`src/rtl/updown_counter_n.sv`:
```
// Parametrised synchronous up/down counter with 74169-style control pins.
// It adds a runtime-loadable terminal limit, a wrap or saturate mode and a
// registered terminal-event pulse. Stages cascade by wiring RCOB to ENTB.
module updown_counter_n #(
    parameter int               WIDTH     = 4,
    parameter logic [WIDTH-1:0] LIMIT_RST = {WIDTH{1'b1}},
    parameter bit               SATURATE  = 1'b0
) (
    input  logic             CLK,
    input  logic             RSTB,
    input  logic [WIDTH-1:0] A,
    input  logic             LOADB,
    input  logic             LIMLDB,
    input  logic             U_DB,
    input  logic             ENPB,
    input  logic             ENTB,
    output logic [WIDTH-1:0] Q,
    output logic [WIDTH-1:0] LIMIT,
    output logic             RCOB,
    output logic             TC_EVT
);

    logic             terminal;
    logic             count_en;
    logic [WIDTH-1:0] q_next;

    // Boundary detect and ripple carry; RCOB follows direction changes in the same cycle.
    always_comb begin
        terminal = U_DB ? (Q >= LIMIT) : (Q == '0);
        count_en = LOADB & ~ENPB & ~ENTB;
        RCOB     = ~(~ENTB & terminal);
    end

    // Next counter value: a load wins over counting, then step, wrap or hold at the boundary.
    always_comb begin
        // NOTE: default first so every path assigns q_next and no latch is inferred.
        q_next = Q;
        if (!LOADB) begin
            q_next = A;
        end else if (count_en) begin
            if (U_DB) begin
                if (!terminal)     q_next = Q + 1'b1;
                else if (!SATURATE) q_next = '0;
            end else begin
                if (!terminal)     q_next = Q - 1'b1;
                else if (!SATURATE) q_next = LIMIT;
            end
        end
    end

    // State registers with synchronous active-low reset; decisions use the pre-edge LIMIT.
    always_ff @(posedge CLK) begin
        // NOTE: non-blocking assignments so every register samples pre-edge values.
        if (!RSTB) begin
            Q      <= '0;
            LIMIT  <= LIMIT_RST;
            TC_EVT <= 1'b0;
        end else begin
            Q      <= q_next;
            TC_EVT <= count_en & terminal;
            if (!LIMLDB) LIMIT <= A;
        end
    end

endmodule

```
`config.mk`:
```
export PLATFORM = sky130hd
export DESIGN_NAME = updown_counter_n
export DESIGN_NICKNAME = d
export VERILOG_FILES = /design/src/rtl/updown_counter_n.sv
export SDC_FILE = /design/constraint.sdc
export NUM_CORES = 1
export LEC_CHECK = 0
export CAP_MARGIN = 20
export CORE_UTILIZATION = 45
export DETAILED_ROUTE_END_ITERATION = 10
export HOLD_SLACK_MARGIN = 0.02
export PLACE_DENSITY_LB_ADDON = 0.3
export SLEW_MARGIN = 40
export SYNTH_ARGS = -nofsm -noshare
export SYNTH_HDL_FRONTEND = slang
export SYNTH_SLANG_ARGS = --single-unit
```
`constraint.sdc`:
```
create_clock -name CLK -period 2.45 [get_ports CLK]
set_input_delay 0.49 -clock CLK [delete_from_list [all_inputs] [get_ports CLK]]
set_output_delay 0.49 -clock CLK [all_outputs]
set_load 0.005 [all_outputs]
```
==> summary.md <==
| Metric | Value |
|---|---|
| Status | `finished clean` |
| DR WL met3 | `approximately 86 um` |
| Critical Path AT | `1.85 ns` |
| Largest net degree at the start of global routing | `11` |
| Reg2reg path depth | `8` |
| Row cnt | `13` |
| Most frequent cells in the layout | `19 x clkdlybuf4s50_1, 13 x buf_4, 9 x dfxtp_1, 7 x inv_1` |
| Tmin final | `around 2.3 ns` |
| Initial antenna violation count | `0` |
| Crit Path Class | `register to output port` |
| Final setup violation count | `0` |
| Die Ht | `around 41 um` |
| M1 wire length | `between 700 and 800 um` |
| DR pass1 iterations | `4` |
| Distinct cell type count after synthesis | `33` |
| CTS max path bufs | `2` |
| Worst vdd ir | `0.3046 mV` |
| Slew Viols, Final | `0` |
| Share of layout cells above drive strength 1 | `0.1802` |
| CP Depth | `7` |
| Cell area power density | `between 400 and 500 nW/um2` |
| Buf/Inv on CP | `2` |
| Placed Instances | `between 100 and 150` |
| Grt ovf | `0` |
| WL final | `between 1500 and 2000 um` |
| CP max stage delay | `~0.34 ns` |
| Hold Fails Final Rpt | `0` |
| Die ar. | `1695 um2` |
| Post-DR wirelength/cell | `14.60 um` |
| Mapped Area | `690.7 um2` |
| Core ar. | `around 1400 um2` |
| DP Area | `roughly 970 um2` |
| Worst-Margin Slew | `0.3325 ns` |
| First-pass GRT wire length | `between 2000 and 3000 um` |
| Fin worst setup slack | `roughly 0.11 ns` |
| Syn_nets | `96` |
| Crit-path max FO | `2` |
| H-tree Lvls | `1` |
| Area Growth Syn to Fin | `46.20%` |
| Cells after synthesis | `approximately 80` |
| Ant. Diodes | `0` |
| Final Cell Area | `~1000 um2` |
| Clock buffer count from CTS | `3` |
| Tot Pwr | `between 400 and 500 uW` |
| Slowest-stage cell, CP | `a2111oi_4` |
| Crit share post-route | `0.9568` |
| Hold path depth | `2` |
| Worst path cell trace | `inv_1, ha_1, nand2b_4, a2111oi_4, o21ai_2, o211ai_1, clkdlybuf4s15_1` |
| Wire length on met2 | `between 900 and 1000 um` |
| Top cells by area, synth | `dfxtp_1 26%, ha_1 11%, mux2i_1 5.8%` |
| Max Used Layer | `met4` |
| PortBufs | `20` |
| Commonest non-fill, non-tap cell in the layout | `clkdlybuf4s50_1` |
| Synth warn | `0` |
| Unrepaired setup endpoints after global routing | `false` |
| Clock Latency Late Sink | `between 0.2 and 0.3 ns` |
| Hold buffers post-CTS | `0` |
| Starting Density | `0.5055` |
| CP startpoint kind | `register` |
| ANT nets after route | `0` |
| CTS tree | `done` |
| Biggest area consumer among synthesized cells | `dfxtp_1` |
| Seq/Total Area, Yosys | `0.2609` |
| Fin cells | `about 130` |
| Share of the synthesized area in the top cell type | `0.2609` |
| Root Driver | `clkbuf_4` |
| Reg clk slew, reported paths | `about 0.060 ns` |
| Max-cap violations | `0` |
| Cell family with most CP delay | `compound AO/OA/AOI/OAI gates` |
| Total number of vias | `about 700` |
| First DRT Iteration DRCs | `24` |
| Chip width | `roughly 41 um` |
| Fmax | `426.6 MHz` |
| Syn_area_per_cell | `8.743 um2` |
| Slew headroom | `0.7777` |
| DP HPWL | `1407 um` |
| Worst Setup End Kind | `output port` |
| WP data required | `approximately 2 ns` |
| P_leak | `between 0.4 and 0.5 nW` |
| Final Util | `0.7390` |
| Ports | `21` |
| Vias in the first global route | `around 670` |
| CTS sink count | `9` |
| Net count, final | `between 100 and 150` |
| All-Layer GR Usage | `0.2622` |
| Worst hold path class | `register to register` |
| Final Wtd Congestion | `a little under 0.9` |
| Register bit count reported by yosys | `9` |
| DRC viols | `0` |
| Setup Skew | `slightly below 0.003 ns` |
| DP Worst Slack | `-0.009837 ns` |
| Drt via density | `5.563` |
cell usage after synthesis (all sizes together):
cell type	count
dfxtp	9
inv	7
ha	6
nand2	6
o21ai	6
mux2i	4
nor2	4
o211ai	4
a31oi	3
buf	3
nand2b	3
o221ai	3
a21oi	2
clkbuf	2
nor3b	2
nor4b	2
o311ai	2
a2111oi	1
a21boi	1
and2	1
mux2	1
nand3	1
nor2b	1
o2111a	1
o21a	1
or3	1
xnor2	1
xor2	1
per-layer routing:
metal  vias up  global-route usage
met1       327              0.2981
met3         2             0.08696
li1        353                   -
met5         -                   0
met2        19              0.4648
met4         0             0.06452
registers in the layout, summed over array words and instances, names as in the netlist:
register / flops
Q: 4
LIMIT: 4
TC_EVT: 1
report_power, final:
part	switching, mW	internal [mW]	total [mW]
clock network	0.0542	0.0629	0.117
registers	0.00602	0.156	0.162
logic	0.0843	0.104	0.188
through the flow:
stage | hold WS [ns] | setup TNS [ns]
final | 0.5550 | 0
after global routing | 0.5806 | 0
after CTS | 0.5649 | 0
after detailed placement | 0.5449 | -0.009837
after global placement | 0.5305 | 0
after floorplan | 0.5146 | 0
worst paths after layout:
check,startpoint,end,slack [ns]
min reg2reg,LIMIT[2]$_SDFFE_PN1N_,LIMIT[2]$_SDFFE_PN1N_,0.55
max reg2reg,Q[1]$_SDFFE_PN0P_,Q[1]$_SDFFE_PN0P_,0.71
min,LIMIT[2]$_SDFFE_PN1N_,LIMIT[2]$_SDFFE_PN1N_,0.55
max,Q[0]$_SDFFE_PN0P_,RCOB,0.11
layout make-up:
class                           instances  area [um2]
Multi-Input combinational cell         58       460.4
Inverter                                7       26.28
Sequential cell                         9       180.2
Clock buffer                            4       26.28
Timing Repair Buffer                   33       297.8
Fill cell                             104       356.6
Tap cell                               15       18.77
worst register-to-register path, cell delays in order, from the launching register on:
cell	delay (ns)
dfxtp_1	0.32
buf_4	0.16
inv_1	0.07
ha_1	0.24
nor3b_1	0.28
buf_4	0.17
o311ai_0	0.10
a31oi_1	0.18
a21oi_1	0.09
what timing repair did:
item / 4_1_cts / 5_1_grt
resized for setup: 2 / 2
setup buffers: 1 / 0
pin swaps: 1 / 1
endpoints found under the setup margin: 1 / 1
cells by family (layout without fill, tap and decap cells):
| kind of cell | count (synthesis) | after routing | synth area share |
|---|---|---|---|
| xor+xnor | 2 | 2 | 0.02537 |
| buf+inv | 12 | 44 | 0.07790 |
| compound gates | 24 | 24 | 0.2700 |
| simple gates | 21 | 21 | 0.1830 |
| mux | 5 | 5 | 0.07428 |
| fa+ha+maj | 6 | 6 | 0.1087 |
| flops | 9 | 9 | 0.2609 |
Note: power is estimated with default switching activity, not from simulation.
